===== src/rtl/warp_inst_buffer_if.sv =====
// ---------------------------------------------------------------------------
// warp_inst_buffer_if
// Bundles every signal between the per-warp instruction buffer and its
// neighbours (fetch, scoreboard, decode, flush sources).
//   master modport : the environment (fetch / scoreboard / decode side)
//   slave  modport : the instruction buffer itself
// Signals:
//   stall_i              global pipeline stall
//   instWarp_i           warp of the incoming fetch pair
//   instPacket{0,1}*_i   entry write requests and {instruction, PC} payloads
//   warpReady_i          per-warp scoreboard permission to issue
//   issueReady_i         decode accepts an issue this cycle
//   reconv_i/reconvWarp_i, ctaExit_i/exitWarp_i  flush requests
//   issue*_o             current issue candidate
//   selected*_o          consumed warp/entry reported back to fetch
//   bufValid_o           {entry1 valids, entry0 valids}
//   overflow_o           sticky write-into-busy-warp flag
// ---------------------------------------------------------------------------
interface warp_inst_buffer_if #(
    parameter int NUM_WARP         = 4,
    parameter int NUM_WARP_LOG     = 2,
    parameter int SIZE_PC          = 32,
    parameter int SIZE_INSTRUCTION = 64
);
    logic                                  stall_i;
    logic [NUM_WARP_LOG-1:0]               instWarp_i;
    logic                                  instPacket0Valid_i;
    logic [SIZE_INSTRUCTION+SIZE_PC-1:0]   instPacket0_i;
    logic                                  instPacket1Valid_i;
    logic [SIZE_INSTRUCTION+SIZE_PC-1:0]   instPacket1_i;
    logic [NUM_WARP-1:0]                   warpReady_i;
    logic                                  issueReady_i;
    logic                                  reconv_i;
    logic [NUM_WARP_LOG-1:0]               reconvWarp_i;
    logic                                  ctaExit_i;
    logic [NUM_WARP_LOG-1:0]               exitWarp_i;

    logic                                  issueValid_o;
    logic [NUM_WARP_LOG-1:0]               issueWarp_o;
    logic [SIZE_INSTRUCTION-1:0]           issueInst_o;
    logic [SIZE_PC-1:0]                    issuePC_o;
    logic                                  selectedPacketValid_o;
    logic [NUM_WARP_LOG-1:0]               selectedWarp_o;
    logic                                  selectedEntry_o;
    logic [2*NUM_WARP-1:0]                 bufValid_o;
    logic                                  overflow_o;

    modport master (
        output stall_i, instWarp_i, instPacket0Valid_i, instPacket0_i,
               instPacket1Valid_i, instPacket1_i, warpReady_i, issueReady_i,
               reconv_i, reconvWarp_i, ctaExit_i, exitWarp_i,
        input  issueValid_o, issueWarp_o, issueInst_o, issuePC_o,
               selectedPacketValid_o, selectedWarp_o, selectedEntry_o,
               bufValid_o, overflow_o
    );

    modport slave (
        input  stall_i, instWarp_i, instPacket0Valid_i, instPacket0_i,
               instPacket1Valid_i, instPacket1_i, warpReady_i, issueReady_i,
               reconv_i, reconvWarp_i, ctaExit_i, exitWarp_i,
        output issueValid_o, issueWarp_o, issueInst_o, issuePC_o,
               selectedPacketValid_o, selectedWarp_o, selectedEntry_o,
               bufValid_o, overflow_o
    );
endinterface


===== src/rtl/warp_inst_buffer.sv =====
// ---------------------------------------------------------------------------
// warp_inst_buffer
// Per-warp two-entry instruction buffer sitting right after fetch.
//   - Captures the {instruction, PC} pair fetched for one warp per cycle.
//   - Picks one ready warp per cycle round-robin and presents its oldest
//     entry (entry0 before entry1) to decode.
//   - Reports the consumed warp/entry back to fetch.
//   - Flushes a warp on reconvergence or CTA exit.
// Ports:
//   clk    rising-edge clock for all state
//   reset  synchronous, active-high
//   bus    warp_inst_buffer_if.slave (see interface header for signals)
// ---------------------------------------------------------------------------
module warp_inst_buffer #(
    parameter int NUM_WARP         = 4,
    parameter int NUM_WARP_LOG     = 2,
    parameter int SIZE_PC          = 32,
    parameter int SIZE_INSTRUCTION = 64
) (
    input  logic                clk,
    input  logic                reset,
    warp_inst_buffer_if.slave   bus
);
    localparam int PKT_W = SIZE_INSTRUCTION + SIZE_PC;

    // State
    logic [NUM_WARP-1:0]     valid0_q, valid0_d;
    logic [NUM_WARP-1:0]     valid1_q, valid1_d;
    logic [NUM_WARP_LOG-1:0] last_warp_q, last_warp_d;
    logic                    overflow_q, overflow_d;

    // Payload storage, intentionally not reset: valid bits qualify it.
    logic [PKT_W-1:0]        ram0 [NUM_WARP];
    logic [PKT_W-1:0]        ram1 [NUM_WARP];

    // Per-warp control
    logic [NUM_WARP-1:0]     busy;
    logic [NUM_WARP-1:0]     flush_hit;
    logic [NUM_WARP-1:0]     eligible;
    logic [NUM_WARP-1:0]     wr_hit;
    logic [NUM_WARP-1:0]     clr0;
    logic [NUM_WARP-1:0]     clr1;

    logic                    write_req;
    logic                    write_en;
    logic                    write_err;
    logic                    fire;
    logic                    any_eligible;
    logic                    head_entry;
    logic [NUM_WARP_LOG-1:0] winner;
    logic [NUM_WARP_LOG-1:0] scan_idx;
    logic [PKT_W-1:0]        head_pkt;

    // -----------------------------------------------------------------------
    // Write qualification. A flush on the target warp silently swallows the
    // write; otherwise a write into a warp that still holds anything is a
    // protocol error. A same-cycle issue to that warp implies it is busy, so
    // that case is covered by the busy check as well.
    // -----------------------------------------------------------------------
    assign write_req = ~bus.stall_i & (bus.instPacket0Valid_i | bus.instPacket1Valid_i);
    assign write_en  = write_req & ~flush_hit[bus.instWarp_i] & ~busy[bus.instWarp_i];
    assign write_err = write_req & ~flush_hit[bus.instWarp_i] &  busy[bus.instWarp_i];

    // -----------------------------------------------------------------------
    // Per-warp eligibility and next valid bits
    // -----------------------------------------------------------------------
    generate
        for (genvar gi = 0; gi < NUM_WARP; gi++) begin : g_warp
            assign busy[gi] = valid0_q[gi] | valid1_q[gi];

            // Flushes only act when the pipe is not stalled.
            assign flush_hit[gi] = ~bus.stall_i &
                ((bus.reconv_i  & (bus.reconvWarp_i == NUM_WARP_LOG'(gi))) |
                 (bus.ctaExit_i & (bus.exitWarp_i   == NUM_WARP_LOG'(gi))));

            // A warp being flushed this cycle must not be offered to decode.
            assign eligible[gi] = busy[gi] & bus.warpReady_i[gi] & ~flush_hit[gi];

            assign wr_hit[gi] = write_en & (bus.instWarp_i == NUM_WARP_LOG'(gi));

            assign clr0[gi] = fire & (winner == NUM_WARP_LOG'(gi)) & ~head_entry;
            assign clr1[gi] = fire & (winner == NUM_WARP_LOG'(gi)) &  head_entry;

            // Flush dominates; a write only lands on an empty warp, so it can
            // never coincide with an issue clear on the same warp.
            assign valid0_d[gi] = ~flush_hit[gi] &
                ((wr_hit[gi] & bus.instPacket0Valid_i) | (valid0_q[gi] & ~clr0[gi]));
            assign valid1_d[gi] = ~flush_hit[gi] &
                ((wr_hit[gi] & bus.instPacket1Valid_i) | (valid1_q[gi] & ~clr1[gi]));
        end
    endgenerate

    // -----------------------------------------------------------------------
    // Round-robin pick: first eligible warp at last_warp+1, +2, ... wrapping.
    // The final offset (NUM_WARP) truncates back to last_warp itself.
    // -----------------------------------------------------------------------
    always_comb begin
        winner       = '0;
        any_eligible = 1'b0;
        scan_idx     = '0;
        for (int k = 1; k <= NUM_WARP; k++) begin
            scan_idx = last_warp_q + NUM_WARP_LOG'(k);
            if (!any_eligible && eligible[scan_idx]) begin
                any_eligible = 1'b1;
                winner       = scan_idx;
            end
        end
    end

    // Head entry of the winner: entry0 whenever it is still valid.
    assign head_entry = ~valid0_q[winner];
    assign head_pkt   = head_entry ? ram1[winner] : ram0[winner];

    assign fire = any_eligible & bus.issueReady_i & ~bus.stall_i;

    // -----------------------------------------------------------------------
    // Next-state for pointer and sticky error
    // -----------------------------------------------------------------------
    always_comb begin
        last_warp_d = last_warp_q;
        overflow_d  = overflow_q | write_err;
        if (fire) begin
            last_warp_d = winner;
        end
    end

    // -----------------------------------------------------------------------
    // Registers
    // -----------------------------------------------------------------------
    always_ff @(posedge clk) begin
        if (reset) begin
            valid0_q    <= '0;
            valid1_q    <= '0;
            last_warp_q <= NUM_WARP_LOG'(NUM_WARP - 1);
            overflow_q  <= 1'b0;
        end else begin
            valid0_q    <= valid0_d;
            valid1_q    <= valid1_d;
            last_warp_q <= last_warp_d;
            overflow_q  <= overflow_d;
        end
    end

    always_ff @(posedge clk) begin
        for (int w = 0; w < NUM_WARP; w++) begin
            if (wr_hit[w] && bus.instPacket0Valid_i) begin
                ram0[w] <= bus.instPacket0_i;
            end
            if (wr_hit[w] && bus.instPacket1Valid_i) begin
                ram1[w] <= bus.instPacket1_i;
            end
        end
    end

    // -----------------------------------------------------------------------
    // Outputs
    // -----------------------------------------------------------------------
    assign bus.issueValid_o          = any_eligible;
    assign bus.issueWarp_o           = winner;
    assign bus.issueInst_o           = head_pkt[SIZE_PC +: SIZE_INSTRUCTION];
    assign bus.issuePC_o             = head_pkt[SIZE_PC-1:0];
    assign bus.selectedPacketValid_o = fire;
    assign bus.selectedWarp_o        = fire ? winner : '0;
    assign bus.selectedEntry_o       = fire & head_entry;
    assign bus.bufValid_o            = {valid1_q, valid0_q};
    assign bus.overflow_o            = overflow_q;

endmodule


===== src/flat_wrapper.sv =====
// flat-port wrapper written by rule: the top's interface ports become plain ports
module warp_inst_buffer_flat 
#(
    parameter int NUM_WARP         = 4,
    parameter int NUM_WARP_LOG     = 2,
    parameter int SIZE_PC          = 32,
    parameter int SIZE_INSTRUCTION = 64
)
  (clk, reset, bus_stall_i, bus_instWarp_i, bus_instPacket0Valid_i, bus_instPacket0_i, bus_instPacket1Valid_i, bus_instPacket1_i, bus_warpReady_i, bus_issueReady_i, bus_reconv_i, bus_reconvWarp_i, bus_ctaExit_i, bus_exitWarp_i, bus_issueValid_o, bus_issueWarp_o, bus_issueInst_o, bus_issuePC_o, bus_selectedPacketValid_o, bus_selectedWarp_o, bus_selectedEntry_o, bus_bufValid_o, bus_overflow_o);
  warp_inst_buffer_if #(.NUM_WARP(NUM_WARP), .NUM_WARP_LOG(NUM_WARP_LOG), .SIZE_PC(SIZE_PC), .SIZE_INSTRUCTION(SIZE_INSTRUCTION)) bus_i ();
  input  logic clk;
  input  logic reset;
  input wire logic [$bits(bus_i.stall_i)-1:0] bus_stall_i;
  input wire logic [$bits(bus_i.instWarp_i)-1:0] bus_instWarp_i;
  input wire logic [$bits(bus_i.instPacket0Valid_i)-1:0] bus_instPacket0Valid_i;
  input wire logic [$bits(bus_i.instPacket0_i)-1:0] bus_instPacket0_i;
  input wire logic [$bits(bus_i.instPacket1Valid_i)-1:0] bus_instPacket1Valid_i;
  input wire logic [$bits(bus_i.instPacket1_i)-1:0] bus_instPacket1_i;
  input wire logic [$bits(bus_i.warpReady_i)-1:0] bus_warpReady_i;
  input wire logic [$bits(bus_i.issueReady_i)-1:0] bus_issueReady_i;
  input wire logic [$bits(bus_i.reconv_i)-1:0] bus_reconv_i;
  input wire logic [$bits(bus_i.reconvWarp_i)-1:0] bus_reconvWarp_i;
  input wire logic [$bits(bus_i.ctaExit_i)-1:0] bus_ctaExit_i;
  input wire logic [$bits(bus_i.exitWarp_i)-1:0] bus_exitWarp_i;
  output wire logic [$bits(bus_i.issueValid_o)-1:0] bus_issueValid_o;
  output wire logic [$bits(bus_i.issueWarp_o)-1:0] bus_issueWarp_o;
  output wire logic [$bits(bus_i.issueInst_o)-1:0] bus_issueInst_o;
  output wire logic [$bits(bus_i.issuePC_o)-1:0] bus_issuePC_o;
  output wire logic [$bits(bus_i.selectedPacketValid_o)-1:0] bus_selectedPacketValid_o;
  output wire logic [$bits(bus_i.selectedWarp_o)-1:0] bus_selectedWarp_o;
  output wire logic [$bits(bus_i.selectedEntry_o)-1:0] bus_selectedEntry_o;
  output wire logic [$bits(bus_i.bufValid_o)-1:0] bus_bufValid_o;
  output wire logic [$bits(bus_i.overflow_o)-1:0] bus_overflow_o;
  assign bus_i.stall_i = bus_stall_i;
  assign bus_i.instWarp_i = bus_instWarp_i;
  assign bus_i.instPacket0Valid_i = bus_instPacket0Valid_i;
  assign bus_i.instPacket0_i = bus_instPacket0_i;
  assign bus_i.instPacket1Valid_i = bus_instPacket1Valid_i;
  assign bus_i.instPacket1_i = bus_instPacket1_i;
  assign bus_i.warpReady_i = bus_warpReady_i;
  assign bus_i.issueReady_i = bus_issueReady_i;
  assign bus_i.reconv_i = bus_reconv_i;
  assign bus_i.reconvWarp_i = bus_reconvWarp_i;
  assign bus_i.ctaExit_i = bus_ctaExit_i;
  assign bus_i.exitWarp_i = bus_exitWarp_i;
  assign bus_issueValid_o = bus_i.issueValid_o;
  assign bus_issueWarp_o = bus_i.issueWarp_o;
  assign bus_issueInst_o = bus_i.issueInst_o;
  assign bus_issuePC_o = bus_i.issuePC_o;
  assign bus_selectedPacketValid_o = bus_i.selectedPacketValid_o;
  assign bus_selectedWarp_o = bus_i.selectedWarp_o;
  assign bus_selectedEntry_o = bus_i.selectedEntry_o;
  assign bus_bufValid_o = bus_i.bufValid_o;
  assign bus_overflow_o = bus_i.overflow_o;
  warp_inst_buffer #(.NUM_WARP(NUM_WARP), .NUM_WARP_LOG(NUM_WARP_LOG), .SIZE_PC(SIZE_PC), .SIZE_INSTRUCTION(SIZE_INSTRUCTION)) u_core (.clk(clk), .reset(reset), .bus(bus_i));
endmodule

===== config.mk =====
export PLATFORM = sky130hd
export DESIGN_NAME = warp_inst_buffer_flat
export DESIGN_NICKNAME = d
export VERILOG_FILES = /design/src/rtl/warp_inst_buffer_if.sv /design/src/rtl/warp_inst_buffer.sv /design/src/flat_wrapper.sv
export SDC_FILE = /design/constraint.sdc
export NUM_CORES = 1
export LEC_CHECK = 0
export ABC_CLOCK_PERIOD_IN_PS = 10100
export CAP_MARGIN = 20
export CORE_MARGIN = 2
export CORE_UTILIZATION = 32
export CTS_CLUSTER_SIZE = 30
export DETAILED_ROUTE_END_ITERATION = 7
export RECOVER_POWER = 25
export SLEW_MARGIN = 5
export SYNTH_ARGS = -nofsm -noshare
export SYNTH_HDL_FRONTEND = slang
export SYNTH_SLANG_ARGS = --single-unit

===== constraint.sdc =====
create_clock -name clk -period 10.1 [get_ports clk]
set_input_delay 1.01 -clock clk [delete_from_list [all_inputs] [get_ports clk]]
set_output_delay 1.01 -clock clk [all_outputs]
set_load 0.005 [all_outputs]

; ---- Word-level counts from Yosys, hierarchy flattened
; Memories as Yosys holds them, arrays and structs flattened.
; Cells that the tools add are included.
[totals]
register_bits = 11
ram_bits = 768
inputBits = 210
out_inout_bits = 112
wordCells = 210
n_memories = 2
[memory_table]
columns = name, depth, word_bits, rd, rd_ports_with_merged_regs, wr, line
row1 = u_core.ram0, 4, 96, 1, 0, 1, warp_inst_buffer.sv:33  ; logic [PKT_W-1:0] ram0 [NUM_WARP];
row2 = u_core.ram1, 4, 96, 1, 0, 1, warp_inst_buffer.sv:34  ; logic [PKT_W-1:0] ram1 [NUM_WARP];
[classes]
add_sub_neg = 3
magnitude_cmp = 6
eq_ne = 12
n_mux = 58
bitwise_logic = 101
n_reduce_logical = 24
[op_table]
columns = operator, n
row1 = $mux 96, 7
row2 = $reduce_or 96->1, 6
row3 = $and 1x1->1, 67
row4 = $mux 1, 33
row5 = $mux 2, 11
row6 = $lt 2x3->1 const B, 6
row7 = $or 1x1->1, 18
row8 = $eq 2x2->1 const B, 8
row9 = $not 1->1, 16
row10 = $bmux 1 s2, 7
row11 = $logic_and 1x1->1, 11
row12 = $eq 2x1->1 const B, 4
row13 = $logic_not 2->1, 4
row14 = $add 2x2->2 const B, 2
row15 = $logic_not 1->1, 3
row16 = $add 2x1->2 const B, 1

; ---- Logic depth before layout (Yosys ltp)
; Gate-level depths: netlist of the first run.
[depth]
depth_word = 26
mapped_depth = 12

; ---- Worst setup path after synthesis of the first run
; No wires, ideal clock.
[synth_path]
path_kind = input port to flip-flop
startpoint = input port bus_stall_i
endpoint = memory u_core.ram1[2][0] in the netlist's numbering, enable pin
setup_ps = 553
arrival_time_ps = 6509
required_ps = 9547
setup_slack_ps = 3039
cell_stages = 7
cell_sequence = buf_2 nor4bb_1 or2_1 mux4_2 nor4_1 nand2_1 nor2_1
[synth_via]
elab_chain_len = 15
word_cells_on_any_way = 36
[synth_rtl]
columns = element, line
row1 = "start, declared", flat_wrapper.sv:13  ; input wire logic [$bits(bus_i.stall_i)-1:0] bus_stall_i;
row2 = $not 1->1 *, "warp_inst_buffer.sv:60, warp_inst_buffer.sv:72"
row3 = $and 1x1->1, warp_inst_buffer.sv:72  ; assign flush_hit[gi] = ~bus.stall_i &
row4 = $bmux 1 s2, warp_inst_buffer.sv:61  ; assign write_en = write_req & ~flush_hit[bus.instWarp_i] & ~busy[bus.instWarp_i];
row5 = $mux 1 (not written as such), warp_inst_buffer.sv:61
row6 = $not 1->1, warp_inst_buffer.sv:61
row7 = $and 1x1->1 * (2 in series), warp_inst_buffer.sv:61
row8 = $and 1x1->1, warp_inst_buffer.sv:79  ; assign wr_hit[gi] = write_en & (bus.instWarp_i == NUM_WARP_LOG'(gi));
row9 = $logic_and 1x1->1, warp_inst_buffer.sv:149  ; if (wr_hit[w] && bus.instPacket1Valid_i) begin
row10 = $mux 1, warp_inst_buffer.sv:149
row11 = $mux 1 (not written as such), warp_inst_buffer.sv:150  ; ram1[w] <= bus.instPacket1_i;
row12 = $reduce_or 96->1 (no source line), -
row13 = $mux 2 (no source line) / $mux 1 (equally long branches) (3 in series), -
row14 = "end, declared", warp_inst_buffer.sv:34
; Mark *: on every way between the ends. The rest lies on a longest branch, timed or not. The select of a mux whose other input is x is not followed.

; ---- Worst setup path after layout of the first run
[layout_path]
startpoint = input port bus_stall_i
endpoint = output port bus_issuePC_o[28]
[layout_via]
elab_chain_len = 19
word_cells_on_any_way = 39
[layout_rtl]
columns = element, line
row1 = $not 1->1 *, warp_inst_buffer.sv:72
row2 = $and 1x1->1, warp_inst_buffer.sv:72
row3 = $not 1->1, warp_inst_buffer.sv:77  ; assign eligible[gi] = busy[gi] & bus.warpReady_i[gi] & ~flush_hit[gi];
row4 = $and 1x1->1, warp_inst_buffer.sv:77
row5 = $bmux 1 s2, warp_inst_buffer.sv:103  ; if (!any_eligible && eligible[scan_idx]) begin
row6 = $mux 1 (not written as such), warp_inst_buffer.sv:103
row7 = $mux 1, warp_inst_buffer.sv:103
row8 = $logic_not 1->1, warp_inst_buffer.sv:103
row9 = [3 not listed], -
row10 = $logic_and 1x1->1, warp_inst_buffer.sv:103
row11 = $mux 1, warp_inst_buffer.sv:103
row12 = $logic_not 1->1, warp_inst_buffer.sv:103
row13 = $logic_and 1x1->1, warp_inst_buffer.sv:103
row14 = $mux 2 *, warp_inst_buffer.sv:103
row15 = $bmux 1 s2, warp_inst_buffer.sv:111  ; assign head_entry = ~valid0_q[winner];
row16 = $mux 1 (not written as such), warp_inst_buffer.sv:111
row17 = $mux 96 *, warp_inst_buffer.sv:112  ; assign head_pkt = head_entry ? ram1[winner] : ram0[winner];
row18 = "end, declared", flat_wrapper.sv:28  ; output wire logic [$bits(bus_i.issuePC_o)-1:0] bus_issuePC_o;
; Marks and branches as above.

==> results of run 1 <==
## layer usage
layer | vias to the layer above | track usage, % | share of wire, %
li1 | 7819 | - | -
met1 | 8824 | 19.3 | 42
met2 | 447 | 26.2 | 50
met3 | 141 | 4.05 | 6.1
met4 | 34 | 4.01 | 1.8
met5 | - | 0 | 0.31
## where the power goes
| part | internal [mW] | total, mW | leakage [nW] | switching, mW |
|---|---|---|---|---|
| clock | 1.86 | 3.10 | 1.36 | 1.25 |
| combinational | 0.337 | 0.676 | 6.18 | 0.340 |
| sequential | 3.60 | 3.61 | 7.02 | 0.0110 |
## synthesized netlist by cell type (11+ instances only)
cell type,instances,share of area [%]
dfxtp_1,11,0.71
mux2_2,60,2.2
o22a_1,35,0.99
nand2_1,152,1.8
or4_1,35,0.85
edfxtp_1,768,74
clkbuf_1,42,0.51
nor2_1,11,0.13
a21oi_1,110,1.8
o311a_1,35,1.1
buf_2,59,0.95
mux2i_1,366,12
a22oi_1,35,0.85
inv_1,13,0.16
## worst min-delay path by stage
stage	slack (ns)	cells after the start	endpoint
6_report	0.56	2	u_core.bus.overflow_o$_SDFF_PP0_
5_1_grt	0.57	2	u_core.bus.overflow_o$_SDFF_PP0_
4_1_cts	0.56	2	u_core.bus.overflow_o$_SDFF_PP0_
3_5_place_dp	0.55	2	u_core.bus.overflow_o$_SDFF_PP0_
3_3_place_gp	0.53	2	u_core.bus.overflow_o$_SDFF_PP0_
2_1_floorplan	0.46	2	u_core.bus.overflow_o$_SDFF_PP0_
## state kept, by name (all words and copies together) (netlist names)
register               cells
u_core.ram0              384
u_core.ram1              384
u_core.valid0_q            4
u_core.valid1_q            4
u_core.last_warp_q         2
u_core.bus.overflow_o      1
## stage by stage
| stage | cells | util, % |
|---|---|---|
| after floorplan | 1813 | - |
| after global placement | 3323 | 37.0 |
| after detailed placement | 3323 | 37.0 |
| after CTS | 3481 | 39.9 |
| after global routing | 3483 | 39.9 |
| final | 3487 | 39.9 |
## kinds of logic after synthesis
kind of cell / count (synthesis) / share of synthesized area, %
buffers and inverters: 127 / 1.87
and+or+nand+nor: 227 / 3.44
muxes: 429 / 14.1
DFF: 779 / 74.9
AOI/OAI and AO/OA: 251 / 5.64
## worst reg2reg max path, stage by stage, from the launching register on
cell and delay [ns]:
dfxtp_1 0.29, buf_4 0.27, o21ai_0 0.43, nor3_1 0.13, o221ai_1 0.55, nand2_8 0.36, inv_2 0.85, buf_4 0.62
nand2_1 0.33, o31a_1 0.32, o21a_1 0.18
## placed cells by master (no fill, tap or decap), drive strengths merged, types with 3 or more instances in the layout
cell type / n
edfxtp: 768
mux2i: 366
clkdlybuf4s50: 213
nand2: 153
a21oi: 110
dlygate4sd3: 108
clkbuf: 105
mux2: 62
a22oi: 35
or4: 35
o311a: 35
o22a: 35
clkinv: 32
buf: 25
inv: 20
dfxtp: 11
nor2: 11
bufinv: 10
o21ai: 8
diode: 6
clkinvlp: 6
o21a: 5
nor2b: 4
and2: 4
nor3: 4
a211oi: 4
nand2b: 3
## area by class of cell
class | count | area [sq um] | area share (%)
flip-flops and latches | 779 | 23300 | 60.5
multi-input cells | 907 | 7260 | 18.9
diodes | 6 | 15.0 | 0.0390
repair buffers | 346 | 3410 | 8.87
clock buffers | 105 | 2270 | 5.89
clock inverters | 53 | 549 | 1.43
well taps | 1276 | 1600 | 4.15
inverters | 15 | 83.8 | 0.218
==> impl_metrics.tcl, run 1 <==
set metrics [dict create \
    outcome "completed" \
    ys.flop_type "edfxtp_1" \
    slew_violations 0 \
    clock_skew_ns 0.0207 \
    rsz0062_at_grt "false" \
    crit_chain "clkdlybuf4s50_1 -> nor2_1 -> a221oi_1 -> o221a_2 -> o21a_4 -> buf_4 -> buf_4 -> mux2i_1 -> mux2i_1 -> mux2_2 -> clkdlybuf4s50_1" \
    cts_made_buffers 86 \
    cp_num_buf_inv 4 \
    cts_buffer_depth 3 \
    worstSetupPathType "in2out" \
    viasPerCell 4.95 \
    maxCapViolCount 0 \
    crit_family "buffers and inverters" \
    synth_seq_cells 779 \
    wl_um 78000 \
    fill_cells 8821 \
    synthToLayoutAreaGrowth_pct 23.8 \
    synth_area_sq_um 31100 \
    endpoint "bus_issuePC_o[28]" \
    grt_pass1_vias 18000 \
    placed_area_sq_um 35600 \
    slowest_stage "buf_4" \
    fp.dieH_um 316 \
    hold_viol 0 \
    start_util_pct 32.2 \
    synth.net_count 2023 \
    die_area_sq_um 99600 \
    setup_viol 0 \
    fin_crit_ns 7.33 \
    antenna_found_initial 26 \
    clock_latency_ns 0.63 \
    clk_pin_slew_ns 0.06 \
    root_buffer "clkbuf_16" \
    leakage_nw 14.6 \
    grt.total_usage_pct 15.3 \
    ctsHoldBuffers 0 \
    setup_tns_ns 0 \
    gp_congestion 0.705 \
    ant_nets 0 \
    post_cts_buffers 0 \
    synthCells 1813 \
    rr_worst_depth 10 \
    drc 0 \
    clock.fmax_ghz 0.136 \
    r2r_end "u_core.valid1_q[2]$_SDFF_PP0_" \
    synth.distinct_cells 52 \
    rr_startpoint "u_core.valid0_q[1]$_SDFF_PP0_" \
    drive_gt1_share_pct 10.3 \
    whs_ns 0.560 \
    worstPathMaxFanout 62 \
    final_area_sq_um 38500 \
    r2r_setup_slack_ns 5.66 \
    ctsResizeCount 0 \
    min_period_over_period_pct 72.6 \
    vias 17300 \
    hold_start "u_core.bus.overflow_o$_SDFF_PP0_" \
    dr.first_iter.drc_count 1234 \
    crit_path_start "bus_stall_i" \
    io_buffers 321 \
    grt-ovfl-total 0 \
    peakVddDrop_uv 128 \
    cp.arrival_ns 6.32 \
    place_ws_ns 2.68 \
    p_per_area_nw_per_um2 192 \
    cts_tree "done" \
    core-area_sq_um 96400 \
    worstMarginPinSlew_ns 1.23 \
    htreeDepth 3 \
    grt_pass1_wl_um 114000 \
    grt_max_degree 183 \
    cp.required_ns 9.09 \
    die_w_um 316 \
    end_kind "output port" \
    ios 322 \
    critPathMaxStageDelay_ns 0.93 \
    fin_ws_ns 2.77 \
    yosysSeqAreaShare_pct 74.9 \
    power_mw 7.39 \
    yosysWarnings 0 \
    synthArstFlopShare_pct 0 \
    first_pass_iters 5 \
    start_kind "primary input" \
    min_path_type "reg2reg" \
    routedWlPerCell_um 22.4 \
    num_rows 114 \
    nets 2345 \
    syn_area_per_cell_sq_um 17.1 \
    cp.depth 11 \
    slew_headroom_pct 18.1 \
    dp_hpwl_um 43200 \
    cts_sinks 779 \
    synth_edf_count 768 \
]
No activity file was read; power rests on OpenSTA's default activity.
==> run 2: changes to the inputs <==
Settings changed: ABC_CLOCK_PERIOD_IN_PS 10100 to 7500.
Clock period 10.1 ns to 7.5 ns, I/O delays scaled along.
==> impl_metrics.tcl, run 2 (synthesized netlist as in run 1, its figures left out) <==
set metrics [dict create \
    cts_buffer_depth 3 \
    fin_crit_ns 5.93 \
    maxCapViolCount 0 \
    min_path_type "reg2reg" \
    setup_viol 0 \
    dr.first_iter.drc_count 1385 \
    final_cells 3479 \
    dp_hpwl_um 44400 \
    r2r_end "u_core.valid1_q[3]$_SDFF_PP0_" \
    fp.dieH_um 316 \
    grt_pass1_vias 18000 \
    p_per_area_nw_per_um2 251 \
    worstPathMaxFanout 71 \
    final_common_cell "edfxtp_1" \
    rr_startpoint "u_core.valid0_q[1]$_SDFF_PP0_" \
    die_area_sq_um 99600 \
    antenna_found_initial 24 \
    slew_headroom_pct 26.6 \
    cp.arrival_ns 5.18 \
    grt.total_usage_pct 15.5 \
    cts_sinks 779 \
    start_kind "flip-flop" \
    worstSetupPathType "reg2out" \
    start_util_pct 32.2 \
    rsz0062_at_grt "false" \
    leakage_nw 14.5 \
    io_buffers 321 \
    ctsHoldBuffers 0 \
    crit_path_start "u_core.valid0_q[1]$_SDFF_PP0_" \
    die_w_um 316 \
    endpoint "bus_issuePC_o[22]" \
    ctsResizeCount 0 \
    end_kind "output port" \
    viasPerCell 4.97 \
    gp_congestion 0.767 \
    synthToLayoutAreaGrowth_pct 23.3 \
    grt_max_degree 162 \
    num_rows 114 \
    first_pass_iters 7 \
    wl_um 78200 \
    placed_area_sq_um 35700 \
    setup_tns_ns 0 \
    drive_gt1_share_pct 9.74 \
    nets 2346 \
    drc 0 \
    r2r_setup_slack_ns 3.46 \
    peakVddDrop_uv 191 \
    hold_viol 0 \
    clock_latency_ns 0.65 \
    worstMarginPinSlew_ns 1.10 \
    post_cts_buffers 0 \
    rr_worst_depth 10 \
    final_area_sq_um 38300 \
    ant_nets 0 \
    min_period_over_period_pct 79.1 \
    clk_pin_slew_ns 0.06 \
    routedWlPerCell_um 22.5 \
    seq_area_sq_um 23300 \
    outcome "completed" \
    cts_tree "done" \
    grt-ovfl-total 0 \
    multi_input_area_sq_um 7260 \
    root_buffer "clkbuf_16" \
    cts_made_buffers 85 \
    mostFrequentLayoutCells "768 x edfxtp_1, 366 x mux2i_1, 209 x clkdlybuf4s50_1" \
    clock.fmax_ghz 0.169 \
    slew_violations 0 \
    dp_cells 3324 \
    ios 322 \
    whs_ns 0.496 \
    largestRegisters "u_core.ram0 x384, u_core.ram1 x384" \
    core-area_sq_um 96400 \
    grt_pass1_wl_um 115000 \
    cp.required_ns 6.75 \
    clock_skew_ns 0.0213 \
    fill_cells 8761 \
    vias 17300 \
    htreeDepth 3 \
]
## run 2: layer usage
layer / share of wire [%] / vias up / GRT usage [%] / routed length (um)
met5: 0.22 / - / 0 / 172
met4: 2.1 / 26 / 4.63 / 1630
met2: 49 / 545 / 26.6 / 38600
met3: 7.1 / 138 / 4.10 / 5580
li1: - / 7825 / - / -
met1: 41 / 8746 / 19.1 / 32300
## run 2: worst min path at each step
stage | startpoint | to | slack (ns) | cells after the start
2_1_floorplan | u_core.bus.overflow_o$_SDFF_PP0_ | u_core.bus.overflow_o$_SDFF_PP0_ | 0.46 | 2
3_3_place_gp | u_core.bus.overflow_o$_SDFF_PP0_ | u_core.bus.overflow_o$_SDFF_PP0_ | 0.50 | 2
3_5_place_dp | u_core.bus.overflow_o$_SDFF_PP0_ | u_core.bus.overflow_o$_SDFF_PP0_ | 0.49 | 2
4_1_cts | u_core.bus.overflow_o$_SDFF_PP0_ | u_core.bus.overflow_o$_SDFF_PP0_ | 0.51 | 2
5_1_grt | u_core.bus.overflow_o$_SDFF_PP0_ | u_core.bus.overflow_o$_SDFF_PP0_ | 0.52 | 2
6_report | u_core.bus.overflow_o$_SDFF_PP0_ | u_core.bus.overflow_o$_SDFF_PP0_ | 0.50 | 2
## run 2: where the power goes
part / internal [mW] / total (mW) / switching [mW]
Sequential: 4.85 / 4.87 / 0.0144
Clock: 2.19 / 3.84 / 1.66
Combinational: 0.459 / 0.920 / 0.460
## run 2: area by class of cell
| class | count | share of cell area (%) |
|---|---|---|
| sequential | 779 | 60.8 |
| inverter | 15 | 0.219 |
| tap | 1276 | 4.17 |
| timing repair buffer | 348 | 9.21 |
| antenna | 7 | 0.0457 |
| clock buffer | 110 | 5.85 |
| multi-input combinational | 907 | 18.9 |
| clock inverter | 37 | 0.806 |
## run 2: critical path, cell delays in order (launching register included)
cell             delay [ns]
dfxtp_1                0.31
buf_4                  0.46
o21ai_0                0.34
or3_4                  0.42
o221a_1                0.26
o21a_4                 0.38
inv_4                  0.63
buf_4                  0.54
nand2_1                0.11
a22oi_1                0.27
o22a_1                 0.19
clkdlybuf4s50_1        0.51
## run 2: per-stage QoR
| stage | total power, mW | worst slack [ns] | util (%) |
|---|---|---|---|
| 2_1_floorplan | 5.42 | 0.699 | - |
| 3_3_place_gp | 5.88 | 1.73 | 37.1 |
| 3_5_place_dp | 5.90 | 1.76 | 37.1 |
| 4_1_cts | 9.76 | 1.51 | 39.7 |
| 5_1_grt | 9.98 | 1.30 | 39.7 |
| 6_report | 9.63 | 1.57 | 39.7 |
